## src/rtl/piece_pkg.sv

```systemverilog
// Shared types, shape ROM and LFSR helpers for the falling-piece state generator.
// Matrices are row-major with bit MAT_W-1 at row0/col0.
package piece_pkg;

   localparam int N          = 4;
   localparam int MAT_W      = N * N;
   localparam int NUM_SHAPES = 7;
   localparam int SHAPE_W    = 3;
   localparam int LFSR_W     = 16;

   typedef logic [MAT_W-1:0]   mat_t;
   typedef logic [SHAPE_W-1:0] shape_t;
   typedef logic [1:0]         rot_t;
   typedef logic [LFSR_W-1:0]  lfsr_t;

   localparam lfsr_t LFSR_SEED = 16'hACE1;
   // Right-shifting Galois form of x^16 + x^14 + x^13 + x^11 + 1.
   localparam lfsr_t LFSR_TAPS = 16'hB400;

   localparam shape_t SHAPE_I = 3'd0;
   localparam shape_t SHAPE_O = 3'd1;
   localparam shape_t SHAPE_S = 3'd2;
   localparam shape_t SHAPE_Z = 3'd3;
   localparam shape_t SHAPE_T = 3'd4;
   localparam shape_t SHAPE_L = 3'd5;
   localparam shape_t SHAPE_J = 3'd6;

   typedef enum logic {
      IDLE,
      CHECK
   } state_e;

   localparam mat_t SHAPE_ROM [NUM_SHAPES][4] = '{
      '{16'h4444, 16'h0F00, 16'h2222, 16'h00F0},  // I
      '{16'h0660, 16'h0660, 16'h0660, 16'h0660},  // O
      '{16'h6C00, 16'h4620, 16'h06C0, 16'h8C40},  // S
      '{16'hC600, 16'h2640, 16'h0C60, 16'h4C80},  // Z
      '{16'h4E00, 16'h4640, 16'h0E40, 16'h4C40},  // T
      '{16'h2E00, 16'h4460, 16'h0E80, 16'hC440},  // L
      '{16'h8E00, 16'h6440, 16'h0E20, 16'h44C0}   // J
   };

   function automatic mat_t rom_lookup(input shape_t shape, input rot_t rot);
      mat_t m;
      m = '0;
      if (int'(shape) < NUM_SHAPES) m = SHAPE_ROM[shape][rot];
      return m;
   endfunction

   // Single conditional subtract folds the unused code back into range.
   function automatic shape_t draw_shape(input lfsr_t l);
      shape_t d;
      d = l[SHAPE_W-1:0];
      if (d >= shape_t'(NUM_SHAPES)) d = d - shape_t'(NUM_SHAPES);
      return d;
   endfunction

   function automatic lfsr_t lfsr_step(input lfsr_t l);
      return (l >> 1) ^ (l[0] ? LFSR_TAPS : '0);
   endfunction

endpackage

```

## src/rtl/piece_rom.sv

```systemverilog
// Combinational (shape, rotation) -> occupancy matrix lookup.
module piece_rom
   import piece_pkg::*;
(
   input  logic [SHAPE_W-1:0] shape,
   input  logic [1:0]         rot,
   output logic [MAT_W-1:0]   matrix
);

   assign matrix = rom_lookup(shape, rot);

endmodule

```

## src/rtl/piece_state_gen.sv

```systemverilog
// Active piece, next-piece preview and rotate/collision-check handshake.
// Matrices are looked up from next-state id/rotation so they never lag their ids.
module piece_state_gen
   import piece_pkg::*;
#(
   parameter logic [LFSR_W-1:0] SEED        = LFSR_SEED,
   parameter int                CHK_TIMEOUT = 15
) (
   input  logic               clk,
   input  logic               rst_n,
   input  logic               seed_load,
   input  logic [LFSR_W-1:0]  seed_val,
   input  logic               spawn_req,
   input  logic               rot_cw,
   input  logic               rot_ccw,
   input  logic               chk_ack,
   input  logic               chk_ok,
   output logic [SHAPE_W-1:0] cur_shape,
   output logic [1:0]         cur_rot,
   output logic [MAT_W-1:0]   cur_matrix,
   output logic [MAT_W-1:0]   cand_matrix,
   output logic               cand_valid,
   output logic [SHAPE_W-1:0] next_shape,
   output logic [MAT_W-1:0]   next_matrix,
   output logic               busy,
   output logic               rot_done,
   output logic               rot_timeout
);

   localparam int          TMR_W    = $clog2(CHK_TIMEOUT + 1);
   localparam logic [TMR_W-1:0] TMR_LAST = TMR_W'(CHK_TIMEOUT - 1);
   localparam shape_t      NEXT_RST = draw_shape(SEED);

   state_e             state_q,       state_d;
   lfsr_t              lfsr_q,        lfsr_d;
   shape_t             cur_shape_q,   cur_shape_d;
   rot_t               cur_rot_q,     cur_rot_d;
   mat_t               cur_matrix_q,  cur_matrix_d;
   rot_t               cand_rot_q,    cand_rot_d;
   mat_t               cand_matrix_q, cand_matrix_d;
   logic               cand_valid_q,  cand_valid_d;
   shape_t             next_shape_q,  next_shape_d;
   mat_t               next_matrix_q, next_matrix_d;
   logic [TMR_W-1:0]   timer_q,       timer_d;
   logic               rot_done_q,    rot_done_d;
   logic               rot_timeout_q, rot_timeout_d;

   rot_t               cand_rot_w;
   mat_t               cand_rom_mat;

   assign cand_rot_w = rot_cw ? cur_rot_q + 2'd1 : cur_rot_q - 2'd1;

   piece_rom u_cur_rom (
      .shape  (cur_shape_d),
      .rot    (cur_rot_d),
      .matrix (cur_matrix_d)
   );

   piece_rom u_cand_rom (
      .shape  (cur_shape_q),
      .rot    (cand_rot_w),
      .matrix (cand_rom_mat)
   );

   piece_rom u_next_rom (
      .shape  (next_shape_d),
      .rot    (2'd0),
      .matrix (next_matrix_d)
   );

   always_comb begin
      // NOTE: every _d takes its _q value first so no path can leave it unassigned (no latches).
      state_d       = state_q;
      cur_shape_d   = cur_shape_q;
      cur_rot_d     = cur_rot_q;
      cand_rot_d    = cand_rot_q;
      cand_matrix_d = cand_matrix_q;
      cand_valid_d  = cand_valid_q;
      next_shape_d  = next_shape_q;
      timer_d       = timer_q;
      rot_done_d    = 1'b0;
      rot_timeout_d = 1'b0;
      lfsr_d        = seed_load ? ((seed_val == '0) ? SEED : seed_val) : lfsr_step(lfsr_q);

      if (spawn_req) begin
         // Spawn wins over rotation requests and aborts any pending check.
         cur_shape_d  = next_shape_q;
         cur_rot_d    = 2'd0;
         next_shape_d = draw_shape(lfsr_q);
         cand_valid_d = 1'b0;
         state_d      = IDLE;
      end else begin
         unique case (state_q)
            IDLE: begin
               if (rot_cw ^ rot_ccw) begin
                  cand_rot_d    = cand_rot_w;
                  cand_matrix_d = cand_rom_mat;
                  cand_valid_d  = 1'b1;
                  timer_d       = '0;
                  state_d       = CHECK;
               end
            end
            CHECK: begin
               if (chk_ack) begin
                  if (chk_ok) begin
                     cur_rot_d  = cand_rot_q;
                     rot_done_d = 1'b1;
                  end
                  cand_valid_d = 1'b0;
                  state_d      = IDLE;
               end else if (timer_q == TMR_LAST) begin
                  rot_timeout_d = 1'b1;
                  cand_valid_d  = 1'b0;
                  state_d       = IDLE;
               end else begin
                  timer_d = timer_q + 1'b1;
               end
            end
         endcase
      end
   end

   // NOTE: sequential state uses non-blocking assignments so all flops sample the same pre-edge values.
   always_ff @(posedge clk or negedge rst_n) begin
      if (!rst_n) begin
         state_q       <= IDLE;
         lfsr_q        <= SEED;
         cur_shape_q   <= SHAPE_I;
         cur_rot_q     <= 2'd0;
         cur_matrix_q  <= rom_lookup(SHAPE_I, 2'd0);
         cand_rot_q    <= 2'd0;
         cand_matrix_q <= '0;
         cand_valid_q  <= 1'b0;
         next_shape_q  <= NEXT_RST;
         next_matrix_q <= rom_lookup(NEXT_RST, 2'd0);
         timer_q       <= '0;
         rot_done_q    <= 1'b0;
         rot_timeout_q <= 1'b0;
      end else begin
         state_q       <= state_d;
         lfsr_q        <= lfsr_d;
         cur_shape_q   <= cur_shape_d;
         cur_rot_q     <= cur_rot_d;
         cur_matrix_q  <= cur_matrix_d;
         cand_rot_q    <= cand_rot_d;
         cand_matrix_q <= cand_matrix_d;
         cand_valid_q  <= cand_valid_d;
         next_shape_q  <= next_shape_d;
         next_matrix_q <= next_matrix_d;
         timer_q       <= timer_d;
         rot_done_q    <= rot_done_d;
         rot_timeout_q <= rot_timeout_d;
      end
   end

   assign cur_shape   = cur_shape_q;
   assign cur_rot     = cur_rot_q;
   assign cur_matrix  = cur_matrix_q;
   assign cand_matrix = cand_matrix_q;
   assign cand_valid  = cand_valid_q;
   assign next_shape  = next_shape_q;
   assign next_matrix = next_matrix_q;
   assign busy        = (state_q == CHECK);
   assign rot_done    = rot_done_q;
   assign rot_timeout = rot_timeout_q;

endmodule

```

## config.mk

```make
export PLATFORM = sky130hd
export DESIGN_NAME = piece_state_gen
export DESIGN_NICKNAME = d
export VERILOG_FILES = /design/src/rtl/piece_pkg.sv /design/src/rtl/piece_rom.sv /design/src/rtl/piece_state_gen.sv
export SDC_FILE = /design/constraint.sdc
export NUM_CORES = 1
export LEC_CHECK = 0
export CAP_MARGIN = 20
export CORE_UTILIZATION = 25
export DETAILED_ROUTE_END_ITERATION = 16
export PLACE_DENSITY_LB_ADDON = 0.2
export RECOVER_POWER = 50
export SYNTH_ARGS = -nofsm -noshare
export SYNTH_HDL_FRONTEND = slang
export SYNTH_SLANG_ARGS = --single-unit
```

## constraint.sdc

```tcl
create_clock -name clk -period 2.05 [get_ports clk]
set_input_delay 0.205 -clock clk [delete_from_list [all_inputs] [get_ports clk]]
set_output_delay 0.205 -clock clk [all_outputs]
set_load 0.005 [all_outputs]
```

Yosys cells after proc, flatten, opt, wreduce, memory -nomap -nowiden

Memories as Yosys holds them, arrays and structs flattened.
Index checks and enable logic that the tools add are counted.
Widths: inputs -> output; s select.

Flip-flop bits (word level): 82
Memory bits (read-only): 1536
Output and inout bits: 60
Word-level logic and storage cells: 96
Memories: 3

Add/sub/neg operators: 4
$lt $le $gt $ge: 9
Eq/ne operators: 6
Mux-type cells: 48
Bitwise operators: 9
Reductions and logical operators: 4

Memory list:

| memory           | words | bits a word | rd ports | clocked after memory_dff | wr ports | line            | RTL |
|---|---|---|---|---|---|---|---|
| (name not given) | 8     | 64          | 1        | 0                        | 0        | piece_pkg.sv:46 | `if (int'(shape) < NUM_SHAPES) m = SHAPE_ROM[shape][rot];` |
| (name not given) | 8     | 64          | 1        | 0                        | 0        | piece_pkg.sv:46 |  |
| (name not given) | 8     | 64          | 1        | 0                        | 0        | piece_pkg.sv:46 |  |

Operator list:

| kind                | number |
|---|---|
| $mux 64             | 6 |
| $mux 16             | 10 |
| $bmux 16 s2         | 2 |
| $logic_not 16->1    | 1 |
| $mux 1              | 16 |
| $xor 15x16->16      | 1 |
| $ge 4x4->1 const B  | 3 |
| $mux 4              | 3 |
| $not 3->4           | 3 |
| $mux 2              | 5 |
| $ge 3x3->1 const B  | 3 |
| $lt 3x3->1 const B  | 3 |
| $mux 3              | 3 |
| $pmux 4 s2          | 1 |
| $ne 2x2->1 const B  | 3 |
| $not 2->3           | 2 |
| $add 4x1->4 const B | 1 |
| $eq 4x4->1 const B  | 1 |
| $ne 4x3->1 const B  | 1 |
| $pmux 1 s2          | 2 |
| $reduce_and 4->1    | 1 |
| $ne 3x3->1 const B  | 1 |
| $reduce_and 3->1    | 1 |
| $sub 3x3->3 const B | 1 |
| other kinds (5)     | 6 |

Longest topological paths before layout

Depth in word-level cells: 9
Depth in mapped cells: 10
Gate-level depth less buffers: 8

Hierarchy

A second synthesis with hierarchy kept.

Cell total of the unflattened synthesis: 405
Area, all modules: 4433.0 µm²

Modules (own cells, without submodules):

| module                 | times used | cells an instance | area each (µm²) | sequential area each (µm²) |
|---|---|---|---|---|
| piece_state_gen        | 1          | 187               | 2927.8          | 2073.2 |
| piece_rom (u_next_rom) | 1          | 78                | 533.0           | 0.0 |
| piece_rom (u_cur_rom)  | 1          | 71                | 495.5           | 0.0 |
| piece_rom (u_cand_rom) | 1          | 69                | 476.7           | 0.0 |

Worst setup path after synthesis

Ideal clock, no wire load.

Path type: register -> register
Start: register cur_shape_q[0], in the netlist cur_shape[0]
End: register cur_matrix_q[15], in the netlist cur_matrix[15]
Library setup time: 0.121 ns
Arrival: 2.036 ns
Required time: 1.929 ns
Slack: -0.107 ns
Cell stages (with the launch flop): 10
Clock period less this slack: 2.157 ns
Path through: dfrtp_1 > clkbuf_1 > inv_1 > o21ai_0 > inv_1 > ha_1 > and2_1 > a21oi_1 > nor2_1 > a22o_1

Cells in the longest elaborated chain, start to end: 9
Elaborated cells on any way between the ends: 10
Classes of those cells: order compare (1); mux (7); bitwise (1); memory (1)

RTL lines:

| what                                       | line                   | RTL |
|---|---|---|
| start: declaration                         | piece_state_gen.sv:36  | `shape_t cur_shape_q, cur_shape_d;` |
| start signal: assignment                   | piece_state_gen.sv:142 | `cur_shape_q <= cur_shape_d;` |
| $mux 3 *                                   | piece_state_gen.sv:85  | `if (spawn_req) begin` |
| via cur_shape_d[0]                         | piece_state_gen.sv:36  |  |
| $not 3->4 (not written as such)            | piece_pkg.sv:46        |  |
| $mem_v2 8x64                               | --                     |  |
| $mux 64 (not written as such) (2 in a row) | piece_pkg.sv:46        |  |
| $bmux 16 s2                                | piece_pkg.sv:46        |  |
| $mux 16 (not written as such) (2 in a row) | piece_pkg.sv:46        |  |
| $mux 16 *                                  | piece_pkg.sv:46        |  |
| via cur_matrix_d[15]                       | piece_state_gen.sv:38  | `mat_t cur_matrix_q, cur_matrix_d;` |
| end signal: assignment                     | piece_state_gen.sv:130 | `cur_matrix_q <= rom_lookup(SHAPE_I, 2'd0);` |
| end signal: assignment                     | piece_state_gen.sv:144 | `cur_matrix_q <= cur_matrix_d;` |
| end: declaration                           | piece_state_gen.sv:38  |  |

Mark *: on every way through the listed nets, which the timed path passes. The rest lies on a longest branch. The select of a mux whose other input is x is not followed.
A chain may end at the register's enable or synchronous reset.

Final worst setup path

Start: register lfsr_q[0]
End: register next_matrix_q[15], in the netlist next_matrix[15]

Cells in the longest elaborated chain, start to end: 8
Elaborated cells on any way between the ends: 10
Classes of those cells: add/sub (1); order compare (2); mux (5); bitwise (1); memory (1)

RTL lines:

| what                                             | line                   | RTL |
|---|---|---|
| start: declaration                               | piece_state_gen.sv:35  | `lfsr_t lfsr_q, lfsr_d;` |
| start signal: assignment                         | piece_state_gen.sv:141 | `lfsr_q <= lfsr_d;` |
| $sub 3x3->3 / $ge 3x3->1 (equally long branches) | piece_pkg.sv:54        | `if (d >= shape_t'(NUM_SHAPES)) d = d - shape_t'(NUM_SHAPES);` |
| $mux 3 *                                         | piece_pkg.sv:54        |  |
| $mux 3 *                                         | piece_state_gen.sv:85  |  |
| via next_shape_d[2]                              | piece_state_gen.sv:42  | `shape_t next_shape_q, next_shape_d;` |
| $not 3->4 (not written as such)                  | piece_pkg.sv:46        |  |
| $mem_v2 8x64                                     | --                     |  |
| $mux 64 (not written as such) (2 in a row)       | piece_pkg.sv:46        |  |
| $mux 16 *                                        | piece_pkg.sv:46        |  |
| via next_matrix_d[15]                            | piece_state_gen.sv:43  | `mat_t next_matrix_q, next_matrix_d;` |
| end signal: assignment                           | piece_state_gen.sv:135 | `next_matrix_q <= rom_lookup(NEXT_RST, 2'd0);` |
| end signal: assignment                           | piece_state_gen.sv:149 | `next_matrix_q <= next_matrix_d;` |
| end: declaration                                 | piece_state_gen.sv:43  |  |

Marked as above.

==> impl_metrics.yaml <==
cells_and_area:
  layout.filler_cells: 1444
  area_of_the_multi_input_gates_sq_um: 1720
  antenna_diode_count: 0
  finalNetCount: 527
  seq_area_sq_um: 1750
  signed_area_change_from_the_synthesized_netlist_to_the_final_layout_pct: 41.4
  drive_gt1_share_pct: 19.7
logic_synthesis:
  synth_area_sq_um: 3660
  synth_flop_cell: "dfrtp_1"
  number_of_enable_flip_flop_cells_after_synthesis: 0
  synth.avg_cell_area_sq_um: 9.71
  postSynth.asyncResetShare_pct: 100
  seq_area_frac_synth_pct: 47.7
  synth_cell_type_count: 58
  synthesis.yosys.warnings: 0
  syn-instance-count: 377
  synth_seq_cells: 69
die:
  die_y_um: 123
  die_w_um: 123
  cell_row_count: 43
  floorplan.core_area_sq_um: 14100
  die_area_sq_um: 15100
  initial_core_util_pct: 26.0
  io-pin-count: 84
timing:
  unrepaired_setup_endpoints_after_global_routing: "no"
  timing.final.max_slew_violations: 0
  slew_headroom_pct: 37.9
  tightestPinTransition_ps: 931
  fin_tns_setup_ps: 0
  clock-skew-final_ps: 6.41
  fmax_mhz: 523
  finalWorstPathRequiredPeriod_ps: 1910
  finalHoldWorstSlack_ps: 456
  finalSetupViolCount: 0
  final_min_period_over_clock_period_pct: 93.2
  hold_violation_count_in_the_final_report: 0
setup_path:
  timing.critical_path.fanout_max: 6
  critical_path.most_common_cell: "ha_1"
  worst_path_dominant_cell_family: "flip-flops"
  crit_required_ps: 2280
  setup.worst_path.class: "register to register"
  crit_end_category: "register"
  timing.critical_path.arrival_ps: 2150
  worst_path_largest_cell_delay_ps: 530
  worst_path_max_delay_cell: "dfstp_2"
  type_of_element_launching_the_critical_path: "register"
  critical_path.cell_chain: "ha_1, ha_1, a21oi_1, o221ai_1, o21ai_1, or2_2, and3_1"
  critical_path.n_buffers_inverters: 0
clock_network:
  cts_tree: "done"
  clk_transition_reported_paths_ps: 60
  root_buffer: "clkbuf_16"
  cts_buffers: 9
  clock_sink_count: 69
  cts-root-to-sink-buffers: 2
  h-tree-depth: 3
  worstSkewPairLatency_ps: 340
outcome:
  status: "complete, no violations"
drt:
  dr.first_iter.drc_count: 130
  first_pass_iters: 4
  remaining_drc_errors: 0
  routed_wirelength_mm: 9.62
  route.vias.total: 3119
  route.antenna.remaining_nets: 0
  wire_per_inst_um: 14.3
  vias_per_cell: 4.63
pwr:
  power_density_nw_per_um2: 935
  vdd_drop_max_uv: 339
  swShare_pct: 29.7
  static-leakage-power_nw: 2.26
  power.share.clock_pct: 32.9
  report.power.total_mw: 4.84
  share_of_power_burned_in_combinational_logic_pct: 31.2
  power.internal_mw: 3.40
  power.switching_mw: 1.44
  seq_power_share_pct: 35.8
grt:
  first_pass_grt_wire_length_mm: 15.7
  grt_util_all_layers_pct: 13.8
  global_route.usage.met3_pct: 3.04
  antenna_found_initial: 0
  use_met2_pct: 20.5
  globalRouteMet1Util_pct: 18.7
  gr-max-usage-layer: "met2"
  largest_net_degree_at_the_start_of_global_routing: 70
  globalRouteOverflowTotal: 0
  first_global_vias: 3053
placed_design:
  place_congestion: 0.824
  port_buffers: 70
  hpwlAfterDp_mm: 7.05
flow_run:
  max_capacitance_violation_count: 0
worst_hold_path:
  worstHoldPathType: "input port to register"
==> logic make-up after synthesis <==
| logic type | after synthesis | synth area share [%] |
|---|---|---|
| other cells | 1 | 0.102 |
| fa+ha+maj | 15 | 5.13 |
| buf+inv | 50 | 6.56 |
| compound gates | 100 | 18.4 |
| mux | 15 | 4.72 |
| simple gates | 120 | 15.7 |
| xor+xnor | 7 | 1.67 |
| flops | 69 | 47.7 |
==> timing repair <==
item                                   4_1_cts  5_1_grt
hold buffers                                 1        0
setup endpoints to repair                    1        1
gates resized for setup                      1        1
setup buffers                                0        0
endpoints found under the hold margin       52        0
gates cloned                                 0        0
==> final cells by class <==
cell class | instances | area share (%)
flip-flops and latches | 69 | 33.8
well taps | 180 | 4.35
multi-input cells | 270 | 33.3
inverters | 13 | 0.942
repair buffers | 125 | 21.8
clock buffers | 11 | 4.69
clock inverters | 5 | 1.18
==> power by group through the flow <==
| stage | registers (mW) | clock network [mW] | logic, mW |
|---|---|---|---|
| finish | 1.73 | 1.59 | 1.51 |
| global route | 1.77 | 1.68 | 1.68 |
| CTS | 1.74 | 1.65 | 1.54 |
| detailed placement | 1.77 | 0 | 1.53 |
| global placement | 1.76 | 0 | 1.52 |
| floorplan | 1.78 | 0 | 0.690 |
==> state kept, by name, indices dropped and copies added, names as in the netlist, 2 cells and up <==
| register | flops |
|---|---|
| cand_matrix | 13 |
| cand_rot_q | 2 |
| cur_matrix | 13 |
| cur_rot | 2 |
| cur_shape | 3 |
| lfsr_q | 16 |
| next_matrix | 9 |
| next_shape | 3 |
| timer_q | 4 |
==> cell usage after synthesis (4+ instances only) <==
library cell   n  area share, %
o31ai_1        6            1.2
clkbuf_1      19            1.9
nor2b_1        5           0.85
and3_1         4           0.68
nor4_1         5           0.85
nor2_1        25            2.6
a21oi_1       21            2.9
mux2_2         8            2.5
o21ai_0       21            2.9
a31oi_1        5           0.85
dfstp_2       17             12
inv_1         13            1.3
mux2i_1        6            1.6
o211ai_1       5            1.0
dfrtp_1       52             36
nand3_1       12            1.6
o22a_1         8            1.9
nand2_1       43            4.4
xnor2_1        4           0.96
nor3_1         6           0.82
ha_1          15            5.1
buf_4         13            2.7
==> path summary, 6_finish.rpt <==
path,start,endpoint,slack [ps],cells past startpoint
max,lfsr_q[0],next_matrix[15],140,7
min,seed_val[15],lfsr_q[15],460,2
max reg2reg,lfsr_q[0],next_matrix[15],140,7
min reg2reg,cand_matrix[11],cand_matrix[11],470,2
max in group asynchronous,rst_n,cand_matrix[13],800,3
min in group asynchronous,rst_n,lfsr_q[14],630,3
==> metrics by stage <==
step                      cell area (sq um)  worst slack [ps]  utilization (%)  cells
after floorplan                        3710              8.12                -    389
after global placement                 4880              -378             34.6    656
after detailed placement               4880              -384             34.6    656
after CTS                              5190              71.8             36.8    673
after global routing                   5180              3.37             36.7    673
final                                  5180               139             36.7    673
==> per-layer routing <==
layer	vias up	routed length, um
li1	1555	-
met2	70	4190
met1	1478	4740
met3	16	442
met4	0	251
met5	-	0
==> cells in the final DEF (no fill, tap or decap), drive strengths merged, types with 4 or more instances in the layout <==
master / count
mux2i: 6
dfstp: 17
nor4: 5
conb: 13
nor2b: 5
nand3: 12
dfrtp: 52
a21oi: 21
clkbuf: 14
o211ai: 5
ha: 15
and3: 4
buf: 52
o31ai: 6
xnor2: 4
inv: 13
mux2: 8
nor2: 25
nand2: 43
clkdlybuf4s50: 64
o21ai: 24
a31oi: 5
o22a: 8
nor3: 6
dlygate4sd3: 6
No activity file was read; power rests on OpenSTA's default activity.
